**src/rtl/alu_exec_stage_pkg.sv**
```systemverilog
// rtl/alu_exec_stage_pkg.sv - opcodes and command record shared by the alu and its exec stage
package alu_exec_stage_pkg;

  localparam logic [2:0] OP_ADD = 3'b000;
  localparam logic [2:0] OP_SUB = 3'b001;
  localparam logic [2:0] OP_AND = 3'b010;
  localparam logic [2:0] OP_OR  = 3'b011;
  localparam logic [2:0] OP_XOR = 3'b100;
  localparam logic [2:0] OP_NOT = 3'b101;
  localparam logic [2:0] OP_SHL = 3'b110;
  localparam logic [2:0] OP_SHR = 3'b111;

  typedef struct packed {
    logic [2:0] sel;
    logic [3:0] a;
    logic [3:0] b;
    logic       use_acc;
    logic       wr_acc;
  } cmd_t;

endpackage

```
**src/rtl/alu_exec_stage_alu.sv**
```systemverilog
// rtl/alu_exec_stage_alu.sv - 4-bit combinational alu
module alu_exec_stage_alu
  import alu_exec_stage_pkg::*;
(
  input  logic [3:0] i_a,
  input  logic [3:0] i_b,
  input  logic [2:0] i_sel,
  output logic [3:0] o_y,
  output logic       o_c_out
);

  logic [4:0] w_sum;
  logic [4:0] w_dif;

  assign w_sum = {1'b0, i_a} + {1'b0, i_b};
  // bit 4 of the difference is the borrow out
  assign w_dif = {1'b0, i_a} - {1'b0, i_b};

  always_comb begin
    o_y     = 4'h0;
    o_c_out = 1'b0;
    case (i_sel)
      OP_ADD: begin
        o_y     = w_sum[3:0];
        o_c_out = w_sum[4];
      end
      OP_SUB: begin
        o_y     = w_dif[3:0];
        o_c_out = w_dif[4];
      end
      OP_AND:  o_y = i_a & i_b;
      OP_OR:   o_y = i_a | i_b;
      OP_XOR:  o_y = i_a ^ i_b;
      OP_NOT:  o_y = ~i_a;
      OP_SHL:  o_y = i_a << i_b[1:0];
      OP_SHR:  o_y = i_a >> i_b[1:0];
      default: o_y = 4'h0;
    endcase
  end

endmodule

```
**src/rtl/alu_exec_stage.sv**
```systemverilog
// rtl/alu_exec_stage.sv - two-stage registered wrapper around the alu with accumulator and flags
module alu_exec_stage
  import alu_exec_stage_pkg::*;
#(
  parameter int         CNT_W   = 8,
  parameter logic [3:0] ACC_RST = 4'h0
) (
  input  logic             clk,
  input  logic             rst_n,
  input  logic             in_valid,
  output logic             in_ready,
  input  logic [2:0]       in_sel,
  input  logic [3:0]       in_a,
  input  logic [3:0]       in_b,
  input  logic             in_use_acc,
  input  logic             in_wr_acc,
  input  logic             acc_clr,
  output logic             out_valid,
  input  logic             out_ready,
  output logic [3:0]       out_y,
  output logic             out_carry,
  output logic             out_zero,
  output logic             out_ovf,
  output logic [3:0]       acc_q,
  output logic [CNT_W-1:0] op_count
);

  logic             r_s1_valid;
  cmd_t             r_s1_cmd;
  logic             r_s2_valid;
  logic [3:0]       r_y;
  logic             r_carry;
  logic             r_zero;
  logic             r_ovf;
  logic [3:0]       r_acc;
  logic [CNT_W-1:0] r_cnt;

  logic       w_s1_adv;
  logic       w_accept;
  logic [3:0] w_a;
  logic [3:0] w_y;
  logic       w_c;
  logic       w_ovf;

  assign w_s1_adv = r_s1_valid && (!r_s2_valid || out_ready);
  assign in_ready = !r_s1_valid || w_s1_adv;
  assign w_accept = in_valid && in_ready;
  // acc is written on the edge an op leaves stage 1, so the next op always sees it
  assign w_a      = r_s1_cmd.use_acc ? r_acc : r_s1_cmd.a;

  alu_exec_stage_alu alu_inst (
    .i_a     (w_a),
    .i_b     (r_s1_cmd.b),
    .i_sel   (r_s1_cmd.sel),
    .o_y     (w_y),
    .o_c_out (w_c)
  );

  always_comb begin
    w_ovf = 1'b0;
    case (r_s1_cmd.sel)
      OP_ADD:  w_ovf = (w_a[3] == r_s1_cmd.b[3]) && (w_y[3] != w_a[3]);
      OP_SUB:  w_ovf = (w_a[3] != r_s1_cmd.b[3]) && (w_y[3] != w_a[3]);
      default: w_ovf = 1'b0;
    endcase
  end

  always_ff @(posedge clk or negedge rst_n) begin
    if (!rst_n) begin
      r_s1_valid <= 1'b0;
      r_s1_cmd   <= '0;
    end else if (w_accept) begin
      r_s1_valid <= 1'b1;
      r_s1_cmd   <= '{sel: in_sel, a: in_a, b: in_b, use_acc: in_use_acc, wr_acc: in_wr_acc};
    end else if (w_s1_adv) begin
      r_s1_valid <= 1'b0;
    end
  end

  always_ff @(posedge clk or negedge rst_n) begin
    if (!rst_n) begin
      r_s2_valid <= 1'b0;
      r_y        <= 4'h0;
      r_carry    <= 1'b0;
      r_zero     <= 1'b0;
      r_ovf      <= 1'b0;
    end else if (w_s1_adv) begin
      r_s2_valid <= 1'b1;
      r_y        <= w_y;
      r_carry    <= w_c;
      r_zero     <= (w_y == 4'h0);
      r_ovf      <= w_ovf;
    end else if (out_ready) begin
      r_s2_valid <= 1'b0;
    end
  end

  always_ff @(posedge clk or negedge rst_n) begin
    if (!rst_n) begin
      r_acc <= ACC_RST;
    end else if (acc_clr) begin
      r_acc <= ACC_RST;
    end else if (w_s1_adv && r_s1_cmd.wr_acc) begin
      r_acc <= w_y;
    end
  end

  always_ff @(posedge clk or negedge rst_n) begin
    if (!rst_n) begin
      r_cnt <= '0;
    end else if (r_s2_valid && out_ready) begin
      r_cnt <= r_cnt + 1'b1;
    end
  end

  assign out_valid = r_s2_valid;
  assign out_y     = r_y;
  assign out_carry = r_carry;
  assign out_zero  = r_zero;
  assign out_ovf   = r_ovf;
  assign acc_q     = r_acc;
  assign op_count  = r_cnt;

endmodule

```
**config.mk**
```make
export PLATFORM = sky130hd
export DESIGN_NAME = alu_exec_stage
export DESIGN_NICKNAME = d
export VERILOG_FILES = /design/src/rtl/alu_exec_stage_pkg.sv /design/src/rtl/alu_exec_stage_alu.sv /design/src/rtl/alu_exec_stage.sv
export SDC_FILE = /design/constraint.sdc
export NUM_CORES = 1
export LEC_CHECK = 0
export BUFFER_PORTS_ARGS = -buffer_cell sky130_fd_sc_hd__buf_2
export CORE_ASPECT_RATIO = 0.5
export CORE_MARGIN = 3
export CORE_UTILIZATION = 50
export CTS_CLUSTER_SIZE = 8
export DETAILED_ROUTE_END_ITERATION = 10
export PLACE_DENSITY = 0.84
export SLEW_MARGIN = 20
export SYNTH_ARGS = -nofsm -noshare
export SYNTH_HDL_FRONTEND = slang
export SYNTH_SLANG_ARGS = --single-unit
```
**constraint.sdc**
```tcl
create_clock -name clk -period 2.73 [get_ports clk]
set_input_delay 0 -clock clk [delete_from_list [all_inputs] [get_ports clk]]
set_output_delay 0 -clock clk [all_outputs]
set_load 0.01 [all_outputs]
```
==> impl_results.md <==
- Critical Path End Type: flip-flop
- Minimum clock period: 2891 ps
- Pre-CTS setup slack: -86.49 ps
- Reg clk slew, reported paths: 70 ps
- Diodes inserted: 0
- Worst-Skew Late Latency: 280 ps
- CTS buffer count: 5
- Mapped Nets: 233
- Fin cells: 324
- Ys async rst share: 1.000
- Htree depth: 2
- Status: complete, but fails checks
- Syn Inst Count: 198
- Fin. Hold Viols: 0
- Worst slew margin: 0.4933
- Remaining global-route overflow: 0
- Reg2reg setup slack: -160 ps
- DRT iter0 DRCs: 117
- Sequential-to-total area share from yosys stat: 0.3942
- Power density cells: 780.0 nW/um^2
- CP Class: reg2reg
- Hold slack: 27.18 ps
- Drt total wl: 6377 microns
- Maximum clock rate: 345.9 MHz
- CP Max Fanout: 3
- Final-report max-slew violation count: 0
- Dpl cells: 292
- Post-DP HPWL: 3703 microns
- Vias in the first global route: 1,945
- Layout cells sized above 1: 0.3667
- Final setup skew: 7.373 ps
- Final setup viols: 4
- Fillers: 238
- Core ar.: 4024 sq um
- Largest net degree at the start of global routing: 35
- Port Buffers: 38
- Global router's overall resource usage: 0.2407
- Most common cell after layout, fill and taps aside: buf_2
- Pleak: 1.358 nW
- Violated checks: setup timing
- Top cell type by total area after synthesis: dfrtp_1
- Most frequent cells in the layout: 38 x buf_2, 34 x dfrtp_1, 17 x buf_4
- Top FF cell, synth: dfrtp_1
- TritonCTS clock tree: yes
- Syn avg cell area: 10.90 sq um
- Mapped Area: 2158 sq um
- Seq cells post-synth: 34
- FF-to-FF path depth: 10
- Final period util: 1.059
- Worst Slack Setup Final: -160.6 ps
- Residual DRC: 0
- Slew of the pin with the lowest slew margin: 760.1 ps
- Initial core utilization: 0.5364
- Die X: 98.92 microns
- Worst setup SP type: flip-flop
- Crit-path slowest cell: mux4_2
- Reg-to-Reg Start: r_s1_cmd[1]
- CTS max path bufs: 2
- Max_cap viols: 0
- Sink Count: 34
- DR vias/cell: 5.877
- Die height: 52.46 microns
- Global-route wire length before repair: 9611 microns
- Post-synth EDFFs: 0
- Hold EP: op_count[2]
- Peak VDD IR: 0.0004898 V
- Nets@finish: 305
- Unrepaired setup endpoints after global routing: yes
- CP required: 2920 ps
- Top post-synthesis cells by area: dfrtp_1 39%, ha_1 8.7%, mux2_2 7.8%, mux2i_4 4.2%, mux4_2 3.1%
- Rows: 16
- Antenna-violating nets left: 0
- Area grow syn2layout: 32.58%
- I/O pin count: 39
- DR pass1 iterations: 4
- Root buf cell: clkbuf_8
- Initial antenna violation count: 0
- DR WL/cell: 19.68 microns
- Min-delay src: out_ready
- R2R Path End: out_zero
- Warnings from Yosys: 0
- Crit path DAT: 3080 ps
- Placer Congestion: 0.9371
- Die area: 5189 sq um
- Number of distinct library cells after synthesis: 45
- Vias: 1,904
- Synth top area share: 0.3942
- Max incr delay on CP: 470 ps
- Worst Hold Class: in2reg
- Worst Hold Depth: 3
- Crit path cell chain: mux2i_4 -> buf_6 -> ha_4 -> inv_1 -> fa_1 -> mux4_2 -> nand2b_1 -> nand3_2 -> or3_1 -> o31ai_2
timing repair:
action	CTS	global route
setup endpoints to repair	3	8
pin swaps	0	2
cloned	0	0
gates resized for setup	5	6
buffers inserted	5	4
hold buffers	16	0
endpoints found under the hold margin	52	0
power by group:
part | total [mW] | internal (mW) | switching (mW)
Clock | 0.466 | 0.292 | 0.174
Combinational | 0.995 | 0.485 | 0.510
Sequential | 0.771 | 0.623 | 0.147
Total | 2.23 | 1.40 | 0.832
stage by stage:
stage / total power [mW] / TNS, ps / instance area, sq um / util
after floorplan: 1.298 / 0 / 2163 / -
after global placement: 1.577 / 0 / 2459 / 0.6110
after detailed placement: 1.607 / -120.8 / 2459 / 0.6110
after CTS: 2.141 / -84.75 / 2796 / 0.6950
after global routing: 2.351 / -621.5 / 2861 / 0.7111
final: 2.232 / -286.8 / 2861 / 0.7111
critical path, delay by kind of cell, from the launching register on:
family | cells | cell delay (ps)
muxes | 2 | 780
adders and majority gates | 2 | 590
buffers and inverters | 2 | 200
DFF | 1 | 420
and+or+nand+nor | 3 | 610
AOI/OAI and AO/OA | 1 | 200
worst max-delay path by stage:
stage | slack, ps | cells past startpoint | to | from
floorplan | 20 | 11 | out_zero | r_s1_cmd[1]
detailed placement | -90 | 10 | out_zero | r_s1_cmd[1]
global route | -200 | 10 | out_zero | r_s1_cmd[1]
CTS | -80 | 10 | out_zero | r_s1_cmd[1]
global placement | 40 | 10 | out_zero | r_s1_cmd[1]
finish | -160 | 10 | out_zero | r_s1_cmd[1]
layout make-up:
class | count | area, sq um | area share
Sequential cell | 34 | 850.8 | 0.2973
Clock buffer | 6 | 82.58 | 0.02886
Tap cell | 54 | 67.56 | 0.02361
Clock inverter | 1 | 30.03 | 0.01049
Inverter | 13 | 48.80 | 0.01705
Timing Repair Buffer | 74 | 511.7 | 0.1788
Multi-Input combinational cell | 142 | 1270 | 0.4438
metal layers:
layer  track usage  wire length [microns]  share of wire  vias up
met4        0.1066                    263          0.041        0
met3       0.04250                    439          0.069       30
met5             0                      0              0        -
li1              -                      -              -      844
met2        0.4333                   3144           0.49      102
met1        0.2887                   2529           0.40      928
Yosys cell counts, types with 4 or more instances:
cell / n
o22ai_1: 6
ha_1: 15
and3_1: 4
nor2_1: 14
inv_2: 4
nand2b_1: 8
a211oi_1: 4
mux2_2: 15
clkbuf_1: 4
a21oi_1: 5
mux2i_1: 4
inv_1: 9
dfrtp_1: 34
nand3_1: 7
mux2i_4: 4
xor2_1: 5
xnor2_1: 7
nand2_1: 9
state kept, by name (all words and copies together) (netlist names):
register    count
out_y           4
out_zero        1
out_ovf         1
r_s1_cmd       13
r_s1_valid      1
acc_q           4
out_carry       1
out_valid       1
op_count        8
cells by family (layout without fill, tap and decap cells):
kind of cell,after synthesis,count (layout),synth area share
compound gates,33,33,0.1090
xor+xnor,12,12,0.04870
fa+ha+maj,17,17,0.1055
buf+inv,22,94,0.04347
flops,34,34,0.3942
mux,28,28,0.1803
simple gates,52,52,0.1188
(Power assumes the default switching activity.)
